### src/rtl/mem_port_arbiter_pkg.sv
`default_nettype none
// ============================================================================
//  Module      : mem_port_arbiter_pkg
//  Description : Shared types and constants for the IF/MEM memory-port
//                arbiter: FSM state encoding, starvation counter sizing and
//                a saturating-increment helper.
//  Revision    : 1.0 - initial release
// ============================================================================
package mem_port_arbiter_pkg;

  // Arbiter FSM states
  typedef enum logic [1:0] {
    ARB_IDLE    = 2'd0,
    ARB_IF_BUSY = 2'd1,
    ARB_DM_BUSY = 2'd2
  } arb_state_t;

  // Default bus geometry
  localparam int c_ADDR_W_DEF     = 32;
  localparam int c_DATA_W_DEF     = 32;

  // Default number of consecutive data grants tolerated while a fetch waits
  localparam int c_STARVE_MAX_DEF = 4;

  // Starvation counter width; covers the legal STARVE_MAX range of 1..15
  localparam int c_STARVE_W       = 4;

  // Byte-enable pattern used for instruction fetches (always a full word)
  localparam logic [3:0] c_BE_FULL = 4'hF;

  // Increment that holds at the limit instead of wrapping
  function automatic logic [c_STARVE_W-1:0] f_sat_inc(
    input logic [c_STARVE_W-1:0] cur,
    input logic [c_STARVE_W-1:0] lim
  );
    if (cur >= lim) begin
      return lim;
    end
    return cur + 1'b1;
  endfunction

endpackage : mem_port_arbiter_pkg
`default_nettype wire

### src/rtl/mem_port_arbiter_if.sv
`default_nettype none
// ============================================================================
//  Module      : mem_port_arbiter_if
//  Description : Bundle of the fetch port, data port and unified memory bus
//                signals around the memory-port arbiter. The slave modport is
//                the arbiter's view; the master modport is the view of the
//                surrounding pipeline and memory model.
//  Revision    : 1.0 - initial release
// ============================================================================
interface mem_port_arbiter_if #(
  parameter int ADDR_W = 32,
  parameter int DATA_W = 32
);

  // Instruction-fetch port
  logic              if_req_i;
  logic [ADDR_W-1:0] if_addr_i;
  logic              if_flush_i;
  logic [DATA_W-1:0] if_rdata_o;
  logic              if_valid_o;
  logic              if_stall_o;

  // Data-memory port
  logic              dm_req_i;
  logic              dm_we_i;
  logic [3:0]        dm_be_i;
  logic [ADDR_W-1:0] dm_addr_i;
  logic [DATA_W-1:0] dm_wdata_i;
  logic [DATA_W-1:0] dm_rdata_o;
  logic              dm_valid_o;
  logic              dm_stall_o;

  // Unified memory bus
  logic              bus_req_o;
  logic              bus_we_o;
  logic [3:0]        bus_be_o;
  logic [ADDR_W-1:0] bus_addr_o;
  logic [DATA_W-1:0] bus_wdata_o;
  logic [DATA_W-1:0] bus_rdata_i;
  logic              bus_ready_i;

  // Arbiter side
  modport slave (
    input  if_req_i, if_addr_i, if_flush_i,
    output if_rdata_o, if_valid_o, if_stall_o,
    input  dm_req_i, dm_we_i, dm_be_i, dm_addr_i, dm_wdata_i,
    output dm_rdata_o, dm_valid_o, dm_stall_o,
    output bus_req_o, bus_we_o, bus_be_o, bus_addr_o, bus_wdata_o,
    input  bus_rdata_i, bus_ready_i
  );

  // Pipeline / memory side
  modport master (
    output if_req_i, if_addr_i, if_flush_i,
    input  if_rdata_o, if_valid_o, if_stall_o,
    output dm_req_i, dm_we_i, dm_be_i, dm_addr_i, dm_wdata_i,
    input  dm_rdata_o, dm_valid_o, dm_stall_o,
    input  bus_req_o, bus_we_o, bus_be_o, bus_addr_o, bus_wdata_o,
    output bus_rdata_i, bus_ready_i
  );

endinterface : mem_port_arbiter_if
`default_nettype wire

### src/rtl/mem_port_arbiter.sv
`default_nettype none
// ============================================================================
//  Module      : mem_port_arbiter
//  Description : Shares one single-port memory bus between the instruction
//                fetch requester and the MEM-stage load/store requester.
//                One transaction at a time; the data port has priority, but
//                a waiting fetch wins after STARVE_MAX consecutive data
//                grants. Produces per-port stall signals for the pipeline.
//  Revision    : 1.0 - initial release
// ============================================================================
module mem_port_arbiter
  import mem_port_arbiter_pkg::*;
#(
  parameter int ADDR_W     = c_ADDR_W_DEF,
  parameter int DATA_W     = c_DATA_W_DEF,
  parameter int STARVE_MAX = c_STARVE_MAX_DEF
) (
  input  logic                clk,
  input  logic                rst,
  mem_port_arbiter_if.slave   io
);

  localparam logic [c_STARVE_W-1:0] c_STARVE_LIM = c_STARVE_W'(STARVE_MAX);

  // --------------------------------------------------------------------------
  // State
  // --------------------------------------------------------------------------
  arb_state_t              r_state;
  logic [c_STARVE_W-1:0]   r_starve;
  logic                    r_drop;

  logic                    r_bus_req;
  logic                    r_bus_we;
  logic [3:0]              r_bus_be;
  logic [ADDR_W-1:0]       r_bus_addr;
  logic [DATA_W-1:0]       r_bus_wdata;

  logic [DATA_W-1:0]       r_if_rdata;
  logic                    r_if_valid;
  logic [DATA_W-1:0]       r_dm_rdata;
  logic                    r_dm_valid;

  // --------------------------------------------------------------------------
  // Combinational decode
  // --------------------------------------------------------------------------
  logic w_if_valid;
  logic w_if_elig;
  logic w_dm_elig;
  logic w_pick_if;
  logic w_pick_dm;
  logic w_done;
  logic w_if_discard;

  // A redirect in the completion cycle kills the pulse that would announce
  // the stale instruction.
  assign w_if_valid   = r_if_valid & ~io.if_flush_i;

  // A port is ineligible in its own completion cycle so a request that is
  // still held high is not granted twice.
  assign w_if_elig    = io.if_req_i & ~w_if_valid & ~io.if_flush_i;
  assign w_dm_elig    = io.dm_req_i & ~r_dm_valid;

  // Data wins ties unless the fetch has already waited out STARVE_MAX grants
  assign w_pick_if    = w_if_elig & (~w_dm_elig | (r_starve == c_STARVE_LIM));
  assign w_pick_dm    = w_dm_elig & ~w_pick_if;

  // bus_req_o is only high in a busy state, so ready outside one is ignored
  assign w_done       = r_bus_req & io.bus_ready_i;

  // Fetch result is thrown away if a flush arrived during or at completion
  assign w_if_discard = r_drop | io.if_flush_i;

  // --------------------------------------------------------------------------
  // Arbiter FSM, bus command registers, result capture and starvation count
  // --------------------------------------------------------------------------
  always_ff @(posedge clk) begin
    if (rst) begin
      r_state     <= ARB_IDLE;
      r_starve    <= '0;
      r_drop      <= 1'b0;
      r_bus_req   <= 1'b0;
      r_bus_we    <= 1'b0;
      r_bus_be    <= '0;
      r_bus_addr  <= '0;
      r_bus_wdata <= '0;
      r_if_rdata  <= '0;
      r_if_valid  <= 1'b0;
      r_dm_rdata  <= '0;
      r_dm_valid  <= 1'b0;
    end else begin
      // Completion pulses last exactly one cycle
      r_if_valid <= 1'b0;
      r_dm_valid <= 1'b0;

      case (r_state)
        ARB_IDLE: begin
          if (w_pick_if) begin
            r_state     <= ARB_IF_BUSY;
            r_bus_req   <= 1'b1;
            r_bus_we    <= 1'b0;
            r_bus_be    <= c_BE_FULL;
            r_bus_addr  <= io.if_addr_i;
            r_bus_wdata <= '0;
            r_starve    <= '0;
          end else if (w_pick_dm) begin
            r_state     <= ARB_DM_BUSY;
            r_bus_req   <= 1'b1;
            r_bus_we    <= io.dm_we_i;
            r_bus_be    <= io.dm_be_i;
            r_bus_addr  <= io.dm_addr_i;
            r_bus_wdata <= io.dm_wdata_i;
            // Only data grants that keep a fetch waiting count as starvation
            if (io.if_req_i) begin
              r_starve <= f_sat_inc(r_starve, c_STARVE_LIM);
            end else begin
              r_starve <= '0;
            end
          end else if (!io.if_req_i) begin
            r_starve <= '0;
          end
        end

        ARB_IF_BUSY: begin
          if (w_done) begin
            r_state   <= ARB_IDLE;
            r_bus_req <= 1'b0;
            r_drop    <= 1'b0;
            if (!w_if_discard) begin
              r_if_rdata <= io.bus_rdata_i;
              r_if_valid <= 1'b1;
            end
          end else if (io.if_flush_i) begin
            // The bus cannot abort, so remember to swallow the result
            r_drop <= 1'b1;
          end
        end

        ARB_DM_BUSY: begin
          if (w_done) begin
            r_state    <= ARB_IDLE;
            r_bus_req  <= 1'b0;
            r_dm_valid <= 1'b1;
            // Stores keep the last load result visible
            if (!r_bus_we) begin
              r_dm_rdata <= io.bus_rdata_i;
            end
          end
        end

        default: begin
          r_state   <= ARB_IDLE;
          r_bus_req <= 1'b0;
        end
      endcase
    end
  end

  // --------------------------------------------------------------------------
  // Outputs
  // --------------------------------------------------------------------------
  assign io.bus_req_o   = r_bus_req;
  assign io.bus_we_o    = r_bus_we;
  assign io.bus_be_o    = r_bus_be;
  assign io.bus_addr_o  = r_bus_addr;
  assign io.bus_wdata_o = r_bus_wdata;

  assign io.if_rdata_o  = r_if_rdata;
  assign io.if_valid_o  = w_if_valid;
  assign io.if_stall_o  = io.if_req_i & ~w_if_valid;

  assign io.dm_rdata_o  = r_dm_rdata;
  assign io.dm_valid_o  = r_dm_valid;
  assign io.dm_stall_o  = io.dm_req_i & ~r_dm_valid;

  // A data request must stay up until its transaction completes
  a_dm_req_held : assert property (
    @(posedge clk) disable iff (rst) (r_state == ARB_DM_BUSY) |-> io.dm_req_i
  );

endmodule : mem_port_arbiter
`default_nettype wire
### src/flat_wrapper.sv
// flat-port wrapper written by rule: the top's interface ports become plain ports
module mem_port_arbiter_flat import mem_port_arbiter_pkg::*;
#(
  parameter int ADDR_W     = c_ADDR_W_DEF,
  parameter int DATA_W     = c_DATA_W_DEF,
  parameter int STARVE_MAX = c_STARVE_MAX_DEF
)
  (clk, rst, io_if_req_i, io_if_addr_i, io_if_flush_i, io_if_rdata_o, io_if_valid_o, io_if_stall_o, io_dm_req_i, io_dm_we_i, io_dm_be_i, io_dm_addr_i, io_dm_wdata_i, io_dm_rdata_o, io_dm_valid_o, io_dm_stall_o, io_bus_req_o, io_bus_we_o, io_bus_be_o, io_bus_addr_o, io_bus_wdata_o, io_bus_rdata_i, io_bus_ready_i);
  mem_port_arbiter_if #(.ADDR_W(ADDR_W), .DATA_W(DATA_W)) io_i ();
  input  logic clk;
  input  logic rst;
  input wire logic [$bits(io_i.if_req_i)-1:0] io_if_req_i;
  input wire logic [$bits(io_i.if_addr_i)-1:0] io_if_addr_i;
  input wire logic [$bits(io_i.if_flush_i)-1:0] io_if_flush_i;
  output wire logic [$bits(io_i.if_rdata_o)-1:0] io_if_rdata_o;
  output wire logic [$bits(io_i.if_valid_o)-1:0] io_if_valid_o;
  output wire logic [$bits(io_i.if_stall_o)-1:0] io_if_stall_o;
  input wire logic [$bits(io_i.dm_req_i)-1:0] io_dm_req_i;
  input wire logic [$bits(io_i.dm_we_i)-1:0] io_dm_we_i;
  input wire logic [$bits(io_i.dm_be_i)-1:0] io_dm_be_i;
  input wire logic [$bits(io_i.dm_addr_i)-1:0] io_dm_addr_i;
  input wire logic [$bits(io_i.dm_wdata_i)-1:0] io_dm_wdata_i;
  output wire logic [$bits(io_i.dm_rdata_o)-1:0] io_dm_rdata_o;
  output wire logic [$bits(io_i.dm_valid_o)-1:0] io_dm_valid_o;
  output wire logic [$bits(io_i.dm_stall_o)-1:0] io_dm_stall_o;
  output wire logic [$bits(io_i.bus_req_o)-1:0] io_bus_req_o;
  output wire logic [$bits(io_i.bus_we_o)-1:0] io_bus_we_o;
  output wire logic [$bits(io_i.bus_be_o)-1:0] io_bus_be_o;
  output wire logic [$bits(io_i.bus_addr_o)-1:0] io_bus_addr_o;
  output wire logic [$bits(io_i.bus_wdata_o)-1:0] io_bus_wdata_o;
  input wire logic [$bits(io_i.bus_rdata_i)-1:0] io_bus_rdata_i;
  input wire logic [$bits(io_i.bus_ready_i)-1:0] io_bus_ready_i;
  assign io_i.if_req_i = io_if_req_i;
  assign io_i.if_addr_i = io_if_addr_i;
  assign io_i.if_flush_i = io_if_flush_i;
  assign io_if_rdata_o = io_i.if_rdata_o;
  assign io_if_valid_o = io_i.if_valid_o;
  assign io_if_stall_o = io_i.if_stall_o;
  assign io_i.dm_req_i = io_dm_req_i;
  assign io_i.dm_we_i = io_dm_we_i;
  assign io_i.dm_be_i = io_dm_be_i;
  assign io_i.dm_addr_i = io_dm_addr_i;
  assign io_i.dm_wdata_i = io_dm_wdata_i;
  assign io_dm_rdata_o = io_i.dm_rdata_o;
  assign io_dm_valid_o = io_i.dm_valid_o;
  assign io_dm_stall_o = io_i.dm_stall_o;
  assign io_bus_req_o = io_i.bus_req_o;
  assign io_bus_we_o = io_i.bus_we_o;
  assign io_bus_be_o = io_i.bus_be_o;
  assign io_bus_addr_o = io_i.bus_addr_o;
  assign io_bus_wdata_o = io_i.bus_wdata_o;
  assign io_i.bus_rdata_i = io_bus_rdata_i;
  assign io_i.bus_ready_i = io_bus_ready_i;
  mem_port_arbiter #(.ADDR_W(ADDR_W), .DATA_W(DATA_W), .STARVE_MAX(STARVE_MAX)) u_core (.clk(clk), .rst(rst), .io(io_i));
endmodule
### config.mk
export PLATFORM = sky130hd
export DESIGN_NAME = mem_port_arbiter_flat
export DESIGN_NICKNAME = d
export VERILOG_FILES = /design/src/rtl/mem_port_arbiter_pkg.sv /design/src/rtl/mem_port_arbiter_if.sv /design/src/rtl/mem_port_arbiter.sv /design/src/flat_wrapper.sv
export SDC_FILE = /design/constraint.sdc
export NUM_CORES = 1
export LEC_CHECK = 0
export BUFFER_PORTS_ARGS = -buffer_cell sky130_fd_sc_hd__buf_2
export CORE_AREA = 2 2 108 110
export DETAILED_ROUTE_END_ITERATION = 10
export DIE_AREA = 0 0 110 112
export HOLD_SLACK_MARGIN = 0.08
export PLACE_DENSITY_LB_ADDON = 0.25
export SKIP_LAST_GASP = 1
export SLEW_MARGIN = 20
export SYNTH_ARGS = -nofsm -noshare
export SYNTH_HDL_FRONTEND = slang
export SYNTH_SLANG_ARGS = --single-unit
### constraint.sdc
create_clock -name clk -period 2.9 [get_ports clk]
set_input_delay 0.87 -clock clk [delete_from_list [all_inputs] [get_ports clk]]
set_output_delay 0.87 -clock clk [all_outputs]
set_load 0.02 [all_outputs]
# Word-level counts from Yosys, hierarchy flattened
# Cells that the tools add are included.
[word_totals] out_inout_bits=138 mem_count=0 mem_bits_rw=0 reg_bits=143 latchBits=0 romBits=0 wordCells=83 inputBits=139
[op_classes] bitwise=19 addsub=1 reduce_logical=12 mux=32 shifts=0 order_cmp=1 n_div=0 mul=0 n_eq_ne=6
[ops] cell="32-bit 2-to-1 mux" count=4
[ops] cell="4-bit 2-to-1 mux" count=8
[ops] cell="1-bit 2-to-1 mux" count=15
[ops] cell="1-bit NOT" count=10
[ops] cell="2-bit AND reduction" count=4
[ops] cell="1-bit AND" count=7
[ops] cell="2-bit 2-to-1 mux" count=3
[ops] cell="3-bit by 1-bit inequality test with 1-bit output, second input constant" count=2
[ops] cell="3-bit AND reduction" count=2
[ops] cell="4-bit by 1-bit adder with 4-bit output, second input constant" count=1
[ops] cell="4-bit by 3-bit equality test with 1-bit output, second input constant" count=1
[ops] cell="4-bit by 3-bit greater-or-equal comparator with 1-bit output, second input constant" count=1
[ops] cell="2-bit case mux with 2 select lines" count=1
[ops] cell="2-bit nonzero test" count=2
[ops] cell="2-bit OR reduction" count=2
[ops] cell="3-bit OR reduction" count=1
[ops] cell="2-bit by 1-bit equality test with 1-bit output, second input constant" count=1
[ops] cell="2-bit equality test, second input constant" count=1
[ops] cell="2-bit zero test" count=1
[ops] cell="2-bit by 1-bit inequality test with 1-bit output, second input constant" count=1
[ops] cell="1-bit OR" count=2
[ops] cell="1-bit case mux with 2 select lines" count=1

# Depth between registers and ports, before layout
[logic_depth] depth_word=16 mapped_depth=8 depth_no_buf=6

# Worst setup path after synthesis
# Ideal clock, no wire load.
[synth_timing] path_kind="input to output" startpoint="input port io_if_flush_i" endpoint="output port io_if_stall_o" arrival_ns=1.410 path_buffers=0 path_slack_ns=0.620 required_ns=2.030 cell_stages=2 path_cell_list="nor2b_1 > nor2b_1"
[synth_via] elab_chain_cells=4
[synth_rtl] item="start: declaration" line="flat_wrapper.sv:14" text="input wire logic [$bits(io_i.if_flush_i)-1:0] io_if_flush_i;"
[synth_rtl] item="1-bit NOT" line="mem_port_arbiter.sv:56" text="assign w_if_valid = r_if_valid & ~io.if_flush_i;"
[synth_rtl] item="1-bit AND" line="mem_port_arbiter.sv:56"
[synth_rtl] item="1-bit NOT" line="mem_port_arbiter.sv:169" text="assign io.if_stall_o = io.if_req_i & ~w_if_valid;"
[synth_rtl] item="1-bit AND" line="mem_port_arbiter.sv:169"
[synth_rtl] item="end: declaration" line="flat_wrapper.sv:17" text="output wire logic [$bits(io_i.if_stall_o)-1:0] io_if_stall_o;"
# No other way between the ends.

# Final worst setup path
# Ends and elaborated chain as after synthesis.

==> impl_results.html <==
<table>
<tr><th>Metric</th><th>Value</th></tr>
<tr><th colspan="2">Final layout</th></tr>
<tr><td>Share of final-layout standard cells stronger than drive strength 1</td><td>37.1%</td></tr>
<tr><td>Share of the core filled with cells</td><td>66.1%</td></tr>
<tr><td>Count of nets after finishing</td><td>1015</td></tr>
<tr><td>Cell Count, Final, Fillers Out</td><td>1026</td></tr>
<tr><td>Area grow syn2layout</td><td>38.4%</td></tr>
<tr><td>Diodes inserted</td><td>0</td></tr>
<tr><th colspan="2">Clocking</th></tr>
<tr><td>Sinks on the clock net</td><td>143</td></tr>
<tr><td>Maximum level of the CTS H-tree</td><td>4</td></tr>
<tr><td>Clock tree from TritonCTS</td><td>built</td></tr>
<tr><td>Hold-fix buffers at CTS</td><td>0</td></tr>
<tr><td>CTS-repair resized insts</td><td>0</td></tr>
<tr><td>Largest buffer count on any clock path</td><td>2</td></tr>
<tr><td>Clock latency on the worst-skew pair</td><td>0.41 ns</td></tr>
<tr><td>Buffers inserted by post-CTS timing repair</td><td>0</td></tr>
<tr><td>Root buffer cell</td><td>clkbuf_16</td></tr>
<tr><td>CTS buffer count</td><td>17</td></tr>
<tr><td>Register clock-pin slew on the reported worst setup and hold paths</td><td>0.06 ns</td></tr>
<tr><th colspan="2">Route</th></tr>
<tr><td>Routed via count divided by cell count</td><td>5.12</td></tr>
<tr><td>Starting DRT DRC Count</td><td>388</td></tr>
<tr><td>Wirelength per Cell</td><td>14.9 µm</td></tr>
<tr><td>1st-pass router iterations</td><td>5</td></tr>
<tr><td>Post-route ant nets</td><td>0</td></tr>
<tr><td>Remaining routing DRC violations</td><td>0</td></tr>
<tr><td>Detailed-route wire length</td><td>15.3 mm</td></tr>
<tr><td>Via Count</td><td>5251</td></tr>
<tr><th colspan="2">Power</th></tr>
<tr><td>Cell Pwr Density</td><td>717 mW/mm²</td></tr>
<tr><td>Highest ir drop seen on vdd</td><td>467 µV</td></tr>
<tr><td>Overall power</td><td>5.29 mW</td></tr>
<tr><td>Leakage</td><td>3.48 nW</td></tr>
<tr><th colspan="2">Worst setup path</th></tr>
<tr><td>Critical Path Sink Type</td><td>primary output</td></tr>
<tr><td>Class of the most critical setup path</td><td>in -&gt; out</td></tr>
<tr><td>Crit start category</td><td>primary input</td></tr>
<tr><td>Required time reported for the critical path endpoint</td><td>2.03 ns</td></tr>
<tr><td>Ordered list of cells on the worst path</td><td>buf_2 &gt; nor2b_1 &gt; nor2b_1 &gt; buf_2</td></tr>
<tr><td>Crit path buffers/inverters</td><td>2</td></tr>
<tr><td>Biggest fanout along the worst timing path</td><td>6</td></tr>
<tr><td>Arrival @ worst endpoint</td><td>1.48 ns</td></tr>
<tr><td>Delay-heaviest family, CP</td><td>buffers and inverters</td></tr>
<tr><td>Depth of the critical timing path with buffers and inverters included</td><td>4</td></tr>
<tr><td>Worst reg-to-reg path cell count</td><td>7</td></tr>
<tr><td>CP max-delay cell</td><td>nor2b_1</td></tr>
<tr><td>Delay of the slowest critical-path stage</td><td>0.23 ns</td></tr>
<tr><th colspan="2">Floorplanning</th></tr>
<tr><td>Die width</td><td>110 µm</td></tr>
<tr><td>Core outline area</td><td>0.0112 mm²</td></tr>
<tr><td>Area of the die</td><td>0.0123 mm²</td></tr>
<tr><td>Overall die height</td><td>112 µm</td></tr>
<tr><td>Initial Utilization</td><td>47.8%</td></tr>
<tr><td>Placement Rows</td><td>39</td></tr>
<tr><td>Top-Level Pins</td><td>277</td></tr>
<tr><th colspan="2">Timing</th></tr>
<tr><td>Number of failing hold endpoints at the final stage</td><td>0</td></tr>
<tr><td>Number of max-slew violations in the final report</td><td>0</td></tr>
<tr><td>Slew at the pin closest to its max-slew limit</td><td>0.746 ns</td></tr>
<tr><td>Max_slew headroom</td><td>50.3%</td></tr>
<tr><td>Final period utilization</td><td>81.0%</td></tr>
<tr><td>Final setup vio count</td><td>0</td></tr>
<tr><td>Total Neg Setup Slack</td><td>0 ns</td></tr>
<tr><td>Clock period minus worst slack</td><td>2.35 ns</td></tr>
<tr><td>Setup repair after global routing missed its margin</td><td>false</td></tr>
<tr><td>Clk_skew</td><td>0.00431 ns</td></tr>
<tr><td>Worst slack on hold paths</td><td>0.450 ns</td></tr>
<tr><td>Maximum clock frequency</td><td>426 MHz</td></tr>
<tr><th colspan="2">Run</th></tr>
<tr><td>Max-cap check violation count</td><td>0</td></tr>
<tr><th colspan="2">Outcome</th></tr>
<tr><td>Outcome</td><td>finished clean</td></tr>
<tr><th colspan="2">Placement</th></tr>
<tr><td>I/O Buffers</td><td>276</td></tr>
<tr><td>GPL Wtd Cong</td><td>0.842</td></tr>
<tr><td>Cells after DPL</td><td>994</td></tr>
<tr><td>Detailed placer's ending HPWL</td><td>10.6 mm</td></tr>
<tr><th colspan="2">Global route</th></tr>
<tr><td>Global-route wire length before repair</td><td>23.3 mm</td></tr>
<tr><td>Pin count of the biggest net entering global routing</td><td>76</td></tr>
<tr><td>Overall fraction of global-route tracks in use</td><td>24.1%</td></tr>
<tr><td>Grt total ovfl</td><td>0</td></tr>
<tr><td>Vias in the first global route</td><td>4954</td></tr>
<tr><td>Antenna violations before repair</td><td>0</td></tr>
<tr><th colspan="2">Synth</th></tr>
<tr><td>Synthesis warning total</td><td>0</td></tr>
<tr><td>Post-synth top cells</td><td>164 x nand2_1, 143 x dfxtp_1, 100 x a21oi_1</td></tr>
<tr><td>Post-synth top flop</td><td>dfxtp_1</td></tr>
<tr><td>Cell type with the largest total area after synthesis</td><td>dfxtp_1</td></tr>
<tr><td>Main area contributors after synthesis</td><td>dfxtp_1 54%, nand2_1 12%, a21oi_1 9.4%</td></tr>
<tr><td>Count of state elements after synthesis</td><td>143</td></tr>
<tr><td>Distinct cell type count after synthesis</td><td>37</td></tr>
<tr><td>Share of the yosys chip area belonging to registers</td><td>53.6%</td></tr>
<tr><td>Syn_nets</td><td>755</td></tr>
<tr><td>Per-instance average area after synthesis</td><td>8.73 µm²</td></tr>
<tr><td>Share of the synthesized area in the top cell type</td><td>53.6%</td></tr>
<tr><td>Fraction of registers with async set/reset</td><td>0%</td></tr>
<tr><td>Number of instances in the synthesized netlist</td><td>611</td></tr>
<tr><td>Most frequent cell after synthesis</td><td>nand2_1</td></tr>
<tr><td>EDFF count, synth</td><td>0</td></tr>
<tr><td>Mapped Area</td><td>0.00534 mm²</td></tr>
<tr><th colspan="2">Worst hold path</th></tr>
<tr><td>Count of cells along the worst hold path</td><td>2</td></tr>
<tr><td>Hold/Removal Path Class</td><td>reg -&gt; reg</td></tr>
</table>
==> layout make-up <==
type	instances	area [µm²]
fill	928	3790
inverter	5	18.8
clock inverter	6	105
tap	143	179
multi-input combinational	417	2240
sequential	143	2860
timing repair buffer	287	1490
clock buffer	25	495
==> cell usage in the layout, fill, tap and decap left out, types with 2 or more instances in the layout <==
| cell | n |
|---|---|
| nor3_1 | 10 |
| bufinv_16 | 3 |
| nand2b_1 | 2 |
| dfxtp_1 | 143 |
| nor2b_1 | 3 |
| nand2_1 | 164 |
| nor2_1 | 39 |
| ha_1 | 5 |
| clkbuf_8 | 4 |
| clkbuf_16 | 17 |
| a22o_1 | 34 |
| a21oi_1 | 100 |
| clkinv_2 | 3 |
| o21a_1 | 2 |
| buf_4 | 10 |
| a211oi_2 | 6 |
| o21ai_2 | 2 |
| and3b_1 | 2 |
| clkbuf_1 | 4 |
| inv_1 | 5 |
| nor3b_1 | 2 |
| o21ai_0 | 3 |
| buf_2 | 275 |
| a211oi_1 | 27 |
==> final timing paths <==
kind                                         startpoint                                     end  slack, ns
setup / recovery                          io_if_flush_i                           io_if_stall_o       0.55
hold / removal    u_core.io.dm_rdata_o[17]$_SDFFE_PP0P_   u_core.io.dm_rdata_o[17]$_SDFFE_PP0P_       0.45
setup reg to reg        u_core.r_starve[0]$_SDFFE_PP0P_  u_core.io.bus_wdata_o[21]$_SDFFE_PP0P_       0.84
hold reg to reg   u_core.io.dm_rdata_o[17]$_SDFFE_PP0P_   u_core.io.dm_rdata_o[17]$_SDFFE_PP0P_       0.45
==> registers in the layout, summed over array words and instances (netlist names) <==
name / cells
u_core.io.bus_req_o: 1
u_core.io.dm_rdata_o: 32
u_core.io.bus_be_o: 4
u_core.r_state: 2
u_core.io.dm_valid_o: 1
u_core.io.bus_addr_o: 32
u_core.io.bus_wdata_o: 32
u_core.r_if_valid: 1
u_core.r_drop: 1
u_core.r_starve: 4
u_core.io.if_rdata_o: 32
u_core.io.bus_we_o: 1
==> tightest hold or removal path, stage by stage, from the launching register on <==
cell and delay [ns]:
dfxtp_1 0.30, nand2_1 0.05, a21oi_1 0.05
==> where the power goes <==
part	switching, mW	leakage [nW]	total (mW)	internal [mW]
clock	0.767	0.297	2.20	1.44
sequential	0.0783	1.17	2.19	2.11
combinational	0.559	2.02	0.897	0.338
==> stage by stage <==
step | worst slack (ns) | area, µm²
6_report | 0.551 | 7380
5_1_grt | 0.488 | 7380
4_1_cts | 0.496 | 7360
3_3_place_gp | 0.255 | 6760
3_5_place_dp | 0.153 | 6760
2_1_floorplan | 0.620 | 5340
==> metal layers <==
layer | GRT usage [%] | wire, µm | vias to the layer above
met5 | 0 | 0 | -
met3 | 7.14 | 1170 | 34
met2 | 40.8 | 7590 | 222
met1 | 27.5 | 6090 | 2391
li1 | - | - | 2604
met4 | 10.9 | 416 | 0
==> cell families (layout without fill, tap and decap cells) <==
| group | Yosys count | after routing | share of synthesized area (%) |
|---|---|---|---|
| adder cells (fa/ha/maj) | 5 | 5 | 1.17 |
| AO/OA/AOI/OAI | 178 | 178 | 21.7 |
| flip-flops | 143 | 143 | 53.6 |
| AND/OR/NAND/NOR | 234 | 234 | 18.6 |
| buffers and inverters | 51 | 323 | 4.81 |
No activity file was read; power rests on OpenSTA's default activity.
